<file path="src/rtl/controlador_hd.sv">
// controlador_hd: bridges the CPU's HD syscall instruction to a simple
// request/acknowledge disk port.
//
// It latches the access when the instruction is decoded and stalls the
// pipeline while the disk request is outstanding. It delivers a one-cycle
// completion pulse with the read data, or with zero on a write or a timeout.
//
// Ports
//   clk          system clock, rising edge
//   rst          asynchronous active-high reset
//   hd_instr     HD instruction is current (held high by the control unit)
//   hd_we        1 = write to disk, 0 = read from disk
//   hd_addr      disk word address
//   hd_wdata     disk write data
//   stall        freeze PC / register write while the access is pending
//   rdata        read data for the writeback mux
//   rdata_valid  one-cycle completion qualifier
//   err          sticky timeout flag, cleared by the next accepted access
//   dk_req       disk request, high for the whole REQ state
//   dk_we        disk direction
//   dk_addr      disk address
//   dk_wdata     disk write data
//   dk_ack       disk completion
//   dk_rdata     disk read data
//
// state | meaning
// ------+-------------------------------------------------------------
// IDLE  | waiting for hd_instr; accepts and latches the access
// REQ   | dk_req asserted, waiting for dk_ack or for the timeout
// DONE  | access completed, rdata_valid pulse, pipeline released
// ERR   | access timed out, rdata_valid pulse with rdata = 0, err set
module controlador_hd #(
    parameter int DATA_W  = 32,
    parameter int ADDR_W  = 16,
    parameter int TIMEOUT = 255
) (
    input  logic              clk,
    input  logic              rst,
    input  logic              hd_instr,
    input  logic              hd_we,
    input  logic [ADDR_W-1:0] hd_addr,
    input  logic [DATA_W-1:0] hd_wdata,
    output logic              stall,
    output logic [DATA_W-1:0] rdata,
    output logic              rdata_valid,
    output logic              err,
    output logic              dk_req,
    output logic              dk_we,
    output logic [ADDR_W-1:0] dk_addr,
    output logic [DATA_W-1:0] dk_wdata,
    input  logic              dk_ack,
    input  logic [DATA_W-1:0] dk_rdata
);

    // The counter holds values 0..TIMEOUT. REQ is left on the cycle where
    // the incremented count reaches TIMEOUT, so the counter never wraps.
    localparam int CNT_W = (TIMEOUT < 1) ? 1 : $clog2(TIMEOUT + 1);
    localparam logic [CNT_W-1:0] TO_CNT = CNT_W'(TIMEOUT);

    typedef enum logic [1:0] {
        IDLE = 2'd0,
        REQ  = 2'd1,
        DONE = 2'd2,
        ERR  = 2'd3
    } state_t;

    state_t           state;
    state_t           state_nx;
    logic [CNT_W-1:0] wait_cnt;
    logic [CNT_W-1:0] wait_cnt_inc;
    logic             timeout_hit;

    assign wait_cnt_inc = wait_cnt + CNT_W'(1);
    assign timeout_hit  = (wait_cnt_inc == TO_CNT);

    always_ff @(posedge clk or posedge rst) begin
        if (rst) begin
            state <= IDLE;
        end else begin
            state <= state_nx;
        end
    end

    // dk_ack is checked before the timeout so a completion on the final
    // allowed cycle still counts as success.
    always_comb begin
        state_nx = state;
        unique case (state)
            IDLE: if (hd_instr) state_nx = REQ;
            REQ: begin
                if (dk_ack) begin
                    state_nx = DONE;
                end else if (timeout_hit) begin
                    state_nx = ERR;
                end
            end
            DONE:    state_nx = IDLE;
            ERR:     state_nx = IDLE;
            default: state_nx = IDLE;
        endcase
    end

    always_ff @(posedge clk or posedge rst) begin
        if (rst) begin
            dk_we    <= 1'b0;
            dk_addr  <= '0;
            dk_wdata <= '0;
            rdata    <= '0;
            err      <= 1'b0;
            wait_cnt <= '0;
        end else begin
            unique case (state)
                IDLE: begin
                    if (hd_instr) begin
                        dk_we    <= hd_we;
                        dk_addr  <= hd_addr;
                        dk_wdata <= hd_wdata;
                        err      <= 1'b0;
                        wait_cnt <= '0;
                    end
                end
                REQ: begin
                    if (dk_ack) begin
                        rdata <= dk_we ? '0 : dk_rdata;
                    end else begin
                        wait_cnt <= wait_cnt_inc;
                        if (timeout_hit) begin
                            rdata <= '0;
                            err   <= 1'b1;
                        end
                    end
                end
                default: ;
            endcase
        end
    end

    // Decoded straight from the state so that reset drops them immediately.
    assign dk_req      = (state == REQ);
    assign stall       = ((state == IDLE) && hd_instr) || (state == REQ);
    assign rdata_valid = (state == DONE) || (state == ERR);

endmodule

</file>
<file path="config.mk">
export PLATFORM = sky130hd
export DESIGN_NAME = controlador_hd
export DESIGN_NICKNAME = d
export VERILOG_FILES = /design/src/rtl/controlador_hd.sv
export SDC_FILE = /design/constraint.sdc
export NUM_CORES = 1
export LEC_CHECK = 0
export CORE_MARGIN = 3
export CORE_UTILIZATION = 42
export CTS_BUF_LIST = sky130_fd_sc_hd__clkbuf_8 sky130_fd_sc_hd__clkbuf_16
export DETAILED_ROUTE_END_ITERATION = 8
export PLACE_DENSITY_LB_ADDON = 0.2
export SKIP_LAST_GASP = 1
export SLEW_MARGIN = 20
export SYNTH_ARGS = -nofsm -noshare
export SYNTH_HDL_FRONTEND = slang
export SYNTH_SLANG_ARGS = --single-unit
</file>
<file path="constraint.sdc">
create_clock -name clk -period 4.2 [get_ports clk]
set_clock_uncertainty 0.2 [all_clocks]
set_input_delay 0.63 -clock clk [delete_from_list [all_inputs] [get_ports clk]]
set_output_delay 0.63 -clock clk [all_outputs]
set_load 0.05 [all_outputs]
</file>
* Word level (Yosys, flattened, before mapping) *
Cells that the tools add are included.

word-level totals
  bits in registers = 92
  input bits = 85
  logic and storage cells = 42
  output and inout bits = 85

cells by class
  reductions and logical operators = 12
  $add $sub $neg = 1
  multiplexer cells = 14
  eq/ne operators = 8

operators by type and width
  kind                                                                     number
  32-bit 2-to-1 mux                                                        3
  8-bit 2-to-1 mux                                                         2
  8-bit case mux with 2 select lines                                       1
  8-bit by 1-bit adder with 8-bit output, second input constant            1
  8-bit == test, second input constant                                     1
  2-bit 2-to-1 mux                                                         3
  2-bit case mux with 3 select lines                                       1
  2-bit AND reduction                                                      3
  2-bit == test, second input constant                                     2
  2-bit inequality test, second input constant                             2
  4-bit AND reduction                                                      1
  2-bit nonzero test                                                       2
  1-bit 2-to-1 mux                                                         3
  3-bit by 1-bit inequality test with 1-bit output, second input constant  1
  3-bit AND reduction                                                      1
  2-bit by 1-bit == test with 1-bit output, second input constant          1
  2-bit logical NOT                                                        1
  1-bit logical OR                                                         2
  2-bit by 1-bit inequality test with 1-bit output, second input constant  1
  1-bit case mux with 2 select lines                                       1
  2-bit OR reduction                                                       1
  1-bit logical AND                                                        1

* Longest topological paths before layout *
Gate-level depths: netlist of the first run.

  word-level depth = 5
  gate-level depth with buffers = 7
  mapped depth without buffers = 6

* Worst setup path before layout of the first run *
OpenSTA, ideal clock, no wires.

  path type = in2out
  start = in hd_instr
  end = out stall
  path slack = 2067 ps
  data arrival time = 1303 ps
  buffers on the path = 0
  stages on the path = 2
  required time = 3370 ps
  path through = nor2_1 nor2_1

on the way
  word-level cells in the longest chain between the ends = 2

ends and longest elaborated chain
  element            RTL line  text
  from (decl)        39        input logic hd_instr,
  1-bit logical AND  140       assign stall = ((state == IDLE) && hd_instr) || (state == REQ);
  1-bit logical OR   140
  to (decl)          43        output logic stall,

Every way passes these cells.

* Worst setup path in the final report of the first run *
Same ends and word-level chain as after synthesis.

==> results by stage, run 1 <==
Floorplan:
- The height of the die is 102 µm.
- For this design the top-level I/O count stands at 170.
- The die width is 102 µm.
- The starting density of the core is 0.436.
- The die covers 10300 µm².
- The number of cell rows is 34.
- After floorplanning, the core was sized to cover 8810 µm².

Critical path:
- The endpoint arrival time on the critical path is 2.07 ns.
- The delay of the slowest critical-path stage is 0.81 ns.
- The kind of end point of the critical path is an output port.
- The worst path required time is 3.37 ns.
- Along the worst path, the maximum fanout reaches 2.
- The category of the worst setup path launch point is a primary input.
- The category of the critical setup timing path is primary input to output port.
- The worst-path cell with the longest stage delay is sky130_fd_sc_hd__clkdlybuf4s50_1.
- Traced cell by cell, the critical path runs through clkdlybuf4s50_1 -> nor2_1 -> nor2_1 -> clkdlybuf4s50_1.

Clock network:
- The H-tree depth is 3.
- Post-CTS timing repair inserted 0 buffers for setup.
- The number of clock sinks seen by CTS is 92.
- The clock transition at the register clock pins on the worst setup and hold paths after CTS is 0.08 ns.
- The root cell of the clock tree is sky130_fd_sc_hd__clkbuf_8.
- Counting along the longest clock path gives a buffer depth of 2.
- The number of gates resized after CTS was 0.
- The latest clock arrival within the worst-skew pair is 0.34 ns.
- The hold-fix buffer count after cts is 0.
- The CTS tree is done.
- The TritonCTS buffer count is 9.

Synthesis:
- The share of the Yosys chip area taken by registers is 0.599.
- The number of synthesized flops with an enable pin is 0.
- The flop and latch count out of synthesis is 92.
- Yosys mapped the design onto 29 distinct sky130hd cell types.
- sky130_fd_sc_hd__dfrtp_1 is the most common cell in the netlist.
- The portion of synthesized cell area occupied by the leading cell type is 0.599.
- Ranked by total cell area, the synthesized netlist is headed by sky130_fd_sc_hd__dfrtp_1, sky130_fd_sc_hd__mux2_2, sky130_fd_sc_hd__a22o_1.
- The count of yosys warnings during synthesis is 0.
- sky130_fd_sc_hd__dfrtp_1 takes more of the synthesized area than any other cell.
- A synthesized cell averages 14.0 µm².
- The cell count after synthesis is 275.
- After synthesis, the most frequently instantiated cells are sky130_fd_sc_hd__dfrtp_1, sky130_fd_sc_hd__mux2_2, sky130_fd_sc_hd__a21o_1, sky130_fd_sc_hd__a22o_1, sky130_fd_sc_hd__o21ai_0.
- For this run, asynchronously set or reset flops after synthesis account for 1.00.
- Summing every instance area after synthesis gives 3840 µm².
- The net count of the mapped netlist is 362.
- For this run, the leading register cell type out of synthesis is sky130_fd_sc_hd__dfrtp_1.

STA:
- The transition time of the tightest slew-check pin is 0.845 ns.
- Setup violations remaining at the end of the flow were counted as 0.
- The number of hold-slack violations in the final timing report is 0.
- The normalized max-slew margin is 0.435.
- The max-slew violation count was 0.
- The fraction of the cycle the final worst path needs is 0.690.
- Setup repair after global routing left no endpoint under its margin.
- After routing, the total negative slack on setup checks comes to 0 ns.
- The maximum frequency from static timing analysis is 345 MHz.
- The clock period minus final worst setup slack is 2.90 ns.
- The worst-case setup margin in the final layout is 1.30 ns.
- The worst slack on hold paths is 0.295 ns.

Power and ir drop:
- The power density relative to cell area is 869 nW/µm².
- The leakage power total is 0.00252 µW.
- Across the VDD grid, the largest voltage drop is 442 µV.

GRT:
- The first global-routing pass estimated 14.8 mm of wire.
- The via count of the first global-routing pass was 2960.
- After global routing the overflow that remains totals 0.
- The peak-usage layer in the global routing report is met2.
- The initial antenna violation count came to 0.
- The met2 usage in global routing is 0.270.
- Entering global routing, the biggest net connects 66 pins.
- For met1 alone, demand over resource in global routing was 0.237.
- The met3 track utilization from global routing is 0.0875.
- For this run, the total global-route usage over all layers was measured as 0.184.

Finish:
- Of the cells placed in the final design, the portion with a size suffix greater than 1 is 0.169.
- The utilization of the core after routing is 0.663.
- From synthesis to final layout, the design area changed by 51.9%.
- The final layout contains 529 nets.
- The area of the multi-input gates is 1400 µm².
- The number of cells in the finished layout apart from fillers is 553.
- 0 antenna diodes ended up in the layout.
- Counting the fill cells in the layout gives 679.
- Registers take 2300 µm².

Detailed routing:
- In the final routed layout, each cell accounts on average for 16.8 µm.
- The routed layout has 2921 vias.
- The number of nets with antenna violations after detailed routing is 0.
- The detail-routed via count per cell is 5.28.
- The first routing iteration left 64 violations.
- The final layout contains routed wiring with a total length of 9.29 mm.
- For this run, the detailed router's first-pass iteration total came to 4.
- For this run, design rule violations remaining after detail routing come to 0.

Min path:
- The class of the worst hold path is flop to flop.

Placement:
- The pre-CTS setup slack is 1.32 ns.
- The instance count after placement with tap cells included is 539.
- The port buffer count is 169.
- Summed over all nets, the half-perimeter wirelength after detailed placement is 6.68 mm.
- The final weighted congestion in routability-driven placement is 0.783.

Run:
- The tool flagged a number of max-cap violations equal to 0.

Outcome:
- The flow ran to the end, and the final reports show no timing, DRC or antenna violations.
[critical path, delay by kind of cell]
kind                   cells  cell delay (ns)
buffers and inverters      2             1.31
and+or+nand+nor            2             0.13
[worst paths after layout]
check / startpoint / to / slack (ns) / cells after the start
max in group asynchronous: rst / rdata[13]$_DFFE_PP0P_ / 2.63 / 3
worst min register to register: wait_cnt[6]$_DFFE_PP0P_ / wait_cnt[6]$_DFFE_PP0P_ / 0.29 / 1
worst min-delay path: wait_cnt[6]$_DFFE_PP0P_ / wait_cnt[6]$_DFFE_PP0P_ / 0.29 / 1
worst max register to register: state[0]$_DFFE_PP0P_ / dk_wdata[17]$_DFFE_PP0P_ / 2.00 / 3
worst max-delay path: hd_instr / stall / 1.30 / 4
min in group asynchronous: rst / dk_addr[0]$_DFFE_PP0P_ / 0.50 / 2
[logic make-up (layout without fill, tap and decap cells)]
group	count (synthesis)	after routing	synth area share
flops	92	92	0.599
compound gates	82	82	0.166
mux	49	49	0.144
simple gates	26	26	0.0407
buf+inv	22	192	0.0381
fa+ha+maj	2	2	0.00651
xor+xnor	2	2	0.00651
[routing by layer]
layer | routed length, µm | vias to the layer above | part of all wire
met4 | 95 | 0 | 0.010
met1 | 3840 | 1446 | 0.41
met2 | 4200 | 136 | 0.45
met5 | 0 | - | 0
li1 | - | 1333 | -
met3 | 1150 | 6 | 0.12
[layout make-up]
type	instances	area share
sequential	92	0.394
timing repair buffer	174	0.298
multi-input combinational	161	0.240
clock buffer	10	0.0236
tap	108	0.0232
clock inverter	4	0.0169
inverter	4	0.00343
[cells in the final DEF, fill, tap and decap left out, types with 2 or more instances in the layout]
master,n
sky130_fd_sc_hd__clkdlybuf4s50_1,169
sky130_fd_sc_hd__dfrtp_1,92
sky130_fd_sc_hd__mux2_2,49
sky130_fd_sc_hd__a22o_1,32
sky130_fd_sc_hd__a21o_1,32
sky130_fd_sc_hd__o21ai_0,11
sky130_fd_sc_hd__clkbuf_8,10
sky130_fd_sc_hd__nor2_1,8
sky130_fd_sc_hd__nand2_1,6
sky130_fd_sc_hd__buf_4,4
sky130_fd_sc_hd__a31oi_1,3
sky130_fd_sc_hd__inv_1,3
sky130_fd_sc_hd__bufinv_16,3
sky130_fd_sc_hd__and3_1,2
sky130_fd_sc_hd__nand3_1,2
sky130_fd_sc_hd__nor3b_4,2
sky130_fd_sc_hd__clkinv_4,2
sky130_fd_sc_hd__ha_1,2
[report_power, final]
group | total (µW) | internal (µW) | switching, µW
Combinational | 2880 | 1100 | 1780
Sequential | 1500 | 1260 | 245
Clock | 694 | 406 | 288
[through the flow]
stage	instance area [µm²]	power, µW
after floorplan	3840	3420
after global placement	5600	4360
after detailed placement	5600	4410
after CTS	5840	5120
after global routing	5840	5330
final	5840	5070
[flip-flops by register name, summed over array words and instances, names as in the netlist]
signal,flops
state,2
dk_wdata,32
dk_we,1
dk_addr,16
rdata,32
wait_cnt,8
err,1
Power figures use the tool's default switching activity.
==> run 2: changes to the inputs <==
clock period = 2.8 ns   (was 4.2 ns; I/O delays follow)
==> results by stage, run 2 (same netlist as run 1, synthesis figures left out) <==
Clock network:
- Clock-pin slew was measured on the worst setup and hold paths at 0.09 ns.
- Clock tree synthesis selected as its root buffer the cell sky130_fd_sc_hd__clkbuf_8.
- At the later pin of the worst-skew pair, clock insertion delay measures 0.35 ns.
- The maximum count of clock buffers along a single path is 2.
- The setup fix buffers added after clock tree synthesis is 0.
- The CTS tree is done.
- Counting the buffers created by CTS gives 9.
- The number of clock sinks seen by CTS is 92.
- Post-CTS repair changed the size of 0 cells.
- The H-tree was split into 3 levels.
- The number of hold buffers added after CTS was 0.

Power and ir drop:
- Of the total power, the share spent switching nets is 0.470.
- Of the total power, combinational logic draws 0.582.
- In this run the power spent charging and discharging nets is 3490 µW.
- Dividing total power by cell area gives a power density of 1280 nW/µm².
- The sequential cell fraction of total power is 0.303.
- The internal portion of the total power is 3940 µW.
- Summed over all cells, the static leakage comes to 0.00251 µW.
- Of the total power, the clock network draws 0.114.
- Across the VDD grid, the largest voltage drop is 761 µV.

Floorplan:
- In this run the count of I/O pins placed on the die edge is 170.
- The floorplan has 34 rows.
- The die outline area is 10300 µm².
- For this configuration, the core starts out at a cell density of 0.436.
- After floorplanning, the core was sized to cover 8810 µm².
- From bottom edge to top edge, the die measures 102 µm.
- The die width is 102 µm.

Detailed routing:
- The total via count after detailed routing is 2912.
- For this block, the initial DRC count from the detailed router was 104.
- After detailed routing, the number of vias per cell comes to 5.24.
- In the final routed layout, each cell accounts on average for 16.8 µm.
- The number of DRC violations after detailed routing is 0.
- The final wirelength is 9.34 mm.
- The pre-antenna-repair detailed-routing pass consisted of 4 iterations.
- The detail route stage leaves a number of antenna-violating nets equal to 0.

Critical path:
- The critical register-to-register path startpoint is wait_cnt[0]$_DFFE_PP0P_.
- The cell count of the worst reg-to-reg path is 6.
- The register-to-register path setup slack is 0.85 ns.
- The endpoint identified for the worst register-to-register timing path is rdata[5]$_DFFE_PP0P_.
- The buffer and inverter count on the worst path is 1.
- The category of the worst setup path launch point is a flop.
- The worst path required time is 2.18 ns.
- The highest fanout seen on the critical path is 6.
- The worst setup path is of the flop to output port kind.
- In this design, the stage delay of the slowest critical-path cell is 0.90 ns.
- On the critical path the largest part of the delay comes from buffers and inverters.
- The kind of end point of the critical path is an output port.
- Data arrives at the worst endpoint at 1.74 ns.
- The worst-path cell with the longest stage delay is sky130_fd_sc_hd__clkdlybuf4s50_1.
- Walking the worst path, the cells encountered are clkdlybuf4s50_1.

GRT:
- The met3 track utilization from global routing is 0.0778.
- The met2 usage in global routing is 0.288.
- The via count of the first global-routing pass is 2976.
- The global routing stage identified its most utilized layer as met2.
- The wire length of the first global-routing pass is 14.7 mm.
- Global routing finished with a remaining overflow of 0.
- The initial antenna violation count is 0.
- The global routing usage summed across all routing layers is 0.181.
- For this run, global-route usage on met1 was measured as 0.224.
- Entering global routing, the biggest net connects 93 pins.

Min path:
- The start point of the worst min-delay path is wait_cnt[6]$_DFFE_PP0P_.
- The class of the worst hold path is flop to flop.
- The number of instances on the worst hold path is 1.
- The end point of the most critical hold path is wait_cnt[6]$_DFFE_PP0P_.

STA:
- Across all hold checks on the routed design, the worst slack comes to 0.287 ns.
- The number of hold-slack violations in the final timing report is 0.
- Static timing analysis puts the maximum clock frequency at 424 MHz.
- The clock period minus final worst setup slack is 2.36 ns.
- At the pin with the least slew margin, the transition time is 0.549 ns.
- Headroom to the max-slew limit came out at 0.633.
- The final count of negative-setup-slack endpoints is 0.
- Setup repair after global routing left no endpoint under its margin.
- Of the available clock period, the critical path in the final layout requires 0.843.
- Summed over all failing endpoints, the final setup total negative slack is 0 ns.
- The max-slew violation count is 0.

Finish:
- The sequential cells in the finished layout cover a total of 2300 µm².
- Compared with the post-synthesis result, the final layout area differs by 50.9%.
- The number of inserted filler cells in the final layout is 692.
- Of the cells placed in the final design, the portion with a size suffix greater than 1 is 0.172.
- At the end of the flow, the number of nets in the layout was 530.
- In the final layout, the registers with the most flip-flops are dk_wdata: 32 flops, rdata: 32 flops, dk_addr: 16 flops.
- The area of the multi-input gates is 1400 µm².
- The total non-filler cell area in the finished layout is 5800 µm².
- The repair_antennas step left the layout with diodes totalling 0.
- In the layout the commonest cells are sky130_fd_sc_hd__clkdlybuf4s50_1, sky130_fd_sc_hd__dfrtp_1, sky130_fd_sc_hd__mux2_2.
- The leading cell type in the layout, fill and taps excluded is sky130_fd_sc_hd__clkdlybuf4s50_1.

Outcome:
- The run finished with clean final reports.

Run:
- The number of maximum-capacitance violations is 0.

Placement:
- In this run the tool buffered the top-level ports with 169 buffer cells.
- The final weighted congestion in routability-driven placement is 0.839.
- Detailed placement ended at an HPWL of 6.51 mm.
- After detailed placement, the total cell area comes to 5610 µm².
run 2: cell count changes in the layout (fill, tap and decap cells not counted), sizes merged, moves of 2 or more:
cell / delta
buf: +3
clkdlybuf4s50: -2
clkinvlp: +3
inv: +3
bufinv: -2
run 2: metrics by stage:
| stage | utilization | cells | setup WS [ns] | power [µW] |
|---|---|---|---|---|
| floorplan | - | 275 | 0.958 | 5140 |
| global placement | 0.638 | 540 | 0.552 | 6540 |
| detailed placement | 0.638 | 540 | 0.530 | 6630 |
| CTS | 0.659 | 556 | 0.408 | 7500 |
| global route | 0.659 | 556 | 0.378 | 7790 |
| finish | 0.659 | 556 | 0.440 | 7430 |
run 2: final cells by class:
type,instances,share of cell area
Sequential cell,92,0.397
Multi-Input combinational cell,161,0.242
Inverter,4,0.00324
Clock buffer,9,0.0214
Timing Repair Buffer,175,0.303
Tap cell,108,0.0233
Clock inverter,7,0.0106
run 2: worst max-delay path by stage:
stage,startpoint,to,slack (ns),cells after the start
after floorplan,state[1]$_DFFE_PP0P_,dk_req,0.96,4
after global placement,hd_instr,wait_cnt[7]$_DFFE_PP0P_,0.55,5
after detailed placement,hd_instr,wait_cnt[7]$_DFFE_PP0P_,0.53,5
after CTS,state[1]$_DFFE_PP0P_,rdata_valid,0.41,1
after global routing,state[1]$_DFFE_PP0P_,rdata_valid,0.38,1
final,state[1]$_DFFE_PP0P_,rdata_valid,0.44,1
run 2: routing by layer:
| metal | vias to the layer above | share of wire | routed length, µm |
|---|---|---|---|
| li1 | 1339 | - | - |
| met3 | 8 | 0.10 | 964 |
| met2 | 117 | 0.47 | 4360 |
| met5 | - | 0 | 0 |
| met4 | 0 | 0.010 | 97 |
| met1 | 1448 | 0.42 | 3920 |
run 2: power groups by stage:
stage / registers [µW] / logic (µW) / clock network, µW
after global routing: 2340 / 4520 / 940
final: 2250 / 4330 / 849
after floorplan: 4130 / 1000 / 0
after CTS: 2260 / 4370 / 874
after global placement: 2240 / 4310 / 0
after detailed placement: 2280 / 4350 / 0
==> run 3: changes to the inputs <==
CORE_UTILIZATION = 38   (was 42)
clock period = 2.07 ns   (was 2.8 ns; I/O delays follow)
==> results by stage, run 3 (same netlist as run 1, synthesis figures left out) <==
Outcome:
- The run finished with clean final reports.

Power and ir drop:
- Overall power consumption after layout is estimated at 9880 µW.
- The leakage power total is 0.00290 µW.
- For this design the ratio of total power to cell area is 1660 nW/µm².
- The maximum vdd ir drop is 945 µV.

GRT:
- The global routing usage summed across all routing layers is 0.169.
- The via count of the first global-routing pass is 3048.
- The wire length of the first global-routing pass is 15.2 mm.
- The initial antenna violation count was 0.
- The total overflow left after global routing is 0.
- The pin count of the biggest net entering global routing is 49.

Detailed routing:
- After detailed routing, the number of vias per cell comes to 4.96.
- For this block, the routed nets add up to 9.45 mm of wire.
- The DRC marker count from the first detailed-route iteration is 116.
- The average detailed-routed wire length per instance is 16.1 µm.
- In the routed design, unresolved DRC markers number 0.
- The number of nets with antenna violations after detailed routing is 0.
- The first TritonRoute pass finished after 4 iterations.
- The total via count after detailed routing is 2918.

Critical path:
- The worst register-to-register path has a depth of 6.
- At the worst endpoint, the required time is 1.56 ns.
- Of all nets on the critical path, the largest fanout is 2.
- The category of the worst setup path launch point is a flop.
- The worst register-to-register path ends at rdata[17]$_DFFE_PP0P_.
- The critical path goes through clkdlybuf4s50_1.
- Broken down by cell family, the worst path's largest delay share belongs to buffers and inverters.
- STA classifies the critical path endpoint as an output port.
- The number of buffers and inverters on the critical path is 1.
- The cell depth of the worst setup path is 1.
- The register-to-register path setup slack is 0.16 ns.
- On the critical path, the stage with the largest delay is an instance of sky130_fd_sc_hd__clkdlybuf4s50_1.
- Tracing the worst setup path back leads to its startpoint at dk_addr[0]$_DFFE_PP0P_.
- The largest single stage delay on the critical path is 0.81 ns.
- The endpoint arrival time on the critical path is 1.52 ns.
- The critical path in this run is classified as flop to output port.
- The worst register-to-register path begins at wait_cnt[0]$_DFFE_PP0P_.

Finish:
- The area growth from synthesis to layout is 54.9%.
- Leaving out fill and tap cells, the most frequent cell in the layout is sky130_fd_sc_hd__clkdlybuf4s50_1.
- The share of post-route cells with drive strength above 1 is 0.235.
- In the final layout, the registers with the most flip-flops are dk_wdata: 32 flops, rdata: 32 flops, dk_addr: 16 flops.
- The number of inserted filler cells in the final layout is 815.
- The number of nets in the layout is 537.
- The antenna diode instance count is 0.
- The finished layout holds 588 standard cells, fillers aside.
- The area of the multi-input gates is 1430 µm².
- In the layout the commonest cells are sky130_fd_sc_hd__clkdlybuf4s50_1, sky130_fd_sc_hd__dfrtp_1, sky130_fd_sc_hd__mux2_2.
- The sequential cells in the finished layout cover a total of 2300 µm².

Placement:
- The instance count after placement with tap cells included is 570.
- Timing analysis after detailed placement gives a worst setup slack of -0.0568 ns.
- The final weighted congestion in routability-driven placement is 0.741.
- The detailed placement HPWL is 6.83 mm.
- In this run the tool buffered the top-level ports with 169 buffer cells.

Clock network:
- The TritonCTS buffer count is 9.
- CTS saw 92 sinks.
- The maximum count of clock buffers along a single path is 2.
- The CTS tree is done.
- The H-tree depth is 3.
- The root cell of the clock tree is sky130_fd_sc_hd__clkbuf_8.
- The clock reaches the later pin of the worst-skew pair after 0.35 ns.
- The clock transition at the register clock pins on the worst setup and hold paths after CTS is 0.09 ns.

STA:
- In the post-route analysis, the smallest setup slack over all paths is 0.0420 ns.
- The number of hold-slack violations in the final timing report is 0.
- Setup repair after global routing left no endpoint under its margin.
- In the final timing run, aggregate negative setup slack is 0 ns.
- Setup violations remaining at the end of the flow were counted as 0.
- The maximum frequency from static timing analysis is 493 MHz.
- For the finished layout, the period the worst path requires is 2.03 ns.
- At the pin with the least slew margin, the transition time is 0.528 ns.
- The max-slew violation count is 0.
- The normalized max-slew margin is 0.647.
- The fraction of the cycle the final worst path needs is 0.980.

Floorplan:
- After floorplanning, the core was sized to cover 9820 µm².
- The die width is 107 µm.
- The height of the die is 107 µm.
- The number of cell rows is 36.
- For this configuration, the core starts out at a cell density of 0.391.
- The die covers 11400 µm².
- The number of top-level design ports is 170.

Run:
- The tool flagged a number of max-cap violations equal to 0.

Min path:
- In this run the worst hold path is classified as primary input to async pin.
run 3: cell type report:
class,instances,share of cell area
repair buffers,181,0.309
multi-input cells,162,0.240
clock buffers,10,0.0231
clock inverters,6,0.0103
flip-flops and latches,92,0.387
inverters,4,0.00315
well taps,133,0.0279
run 3: per-stage QoR:
stage / instance area, µm² / hold slack (ns) / utilization
CTS: 5830 / 0.0818 / 0.594
floorplan: 3850 / 0.251 / -
global placement: 5650 / 0.274 / 0.575
detailed placement: 5650 / 0.289 / 0.575
finish: 5950 / 0.0823 / 0.606
global route: 5950 / 0.0901 / 0.606
run 3: worst max path at each step:
stage | end | slack (ns)
global placement | rdata[29]$_DFFE_PP0P_ | -0.02
floorplan | rdata[10]$_DFFE_PP0P_ | 0.33
global route | dk_addr[0] | 0.001
CTS | rdata[20] | 0.0001
finish | dk_addr[0] | 0.04
detailed placement | rdata[2]$_DFFE_PP0P_ | -0.06
run 3: per-layer routing:
layer	global-route usage	share of wire
met1	0.218	0.42
met2	0.254	0.45
met3	0.0686	0.11
met4	0.0703	0.015
met5	0	0
run 3: power by group:
part / leakage (µW) / internal (µW) / total (µW) / switching [µW]
clock: 0.000102 / 589 / 1210 / 618
combinational: 0.00172 / 2050 / 5640 / 3590
sequential: 0.00108 / 2550 / 3040 / 490
run 3: timing repair:
action | CTS | global route
setup buffers | 0 | 1
resized for setup | 20 | 38
pin swaps | 2 | 1
setup endpoints to repair | 53 | 69
hold buffers | 0 | 0
cloned | 1 | 0
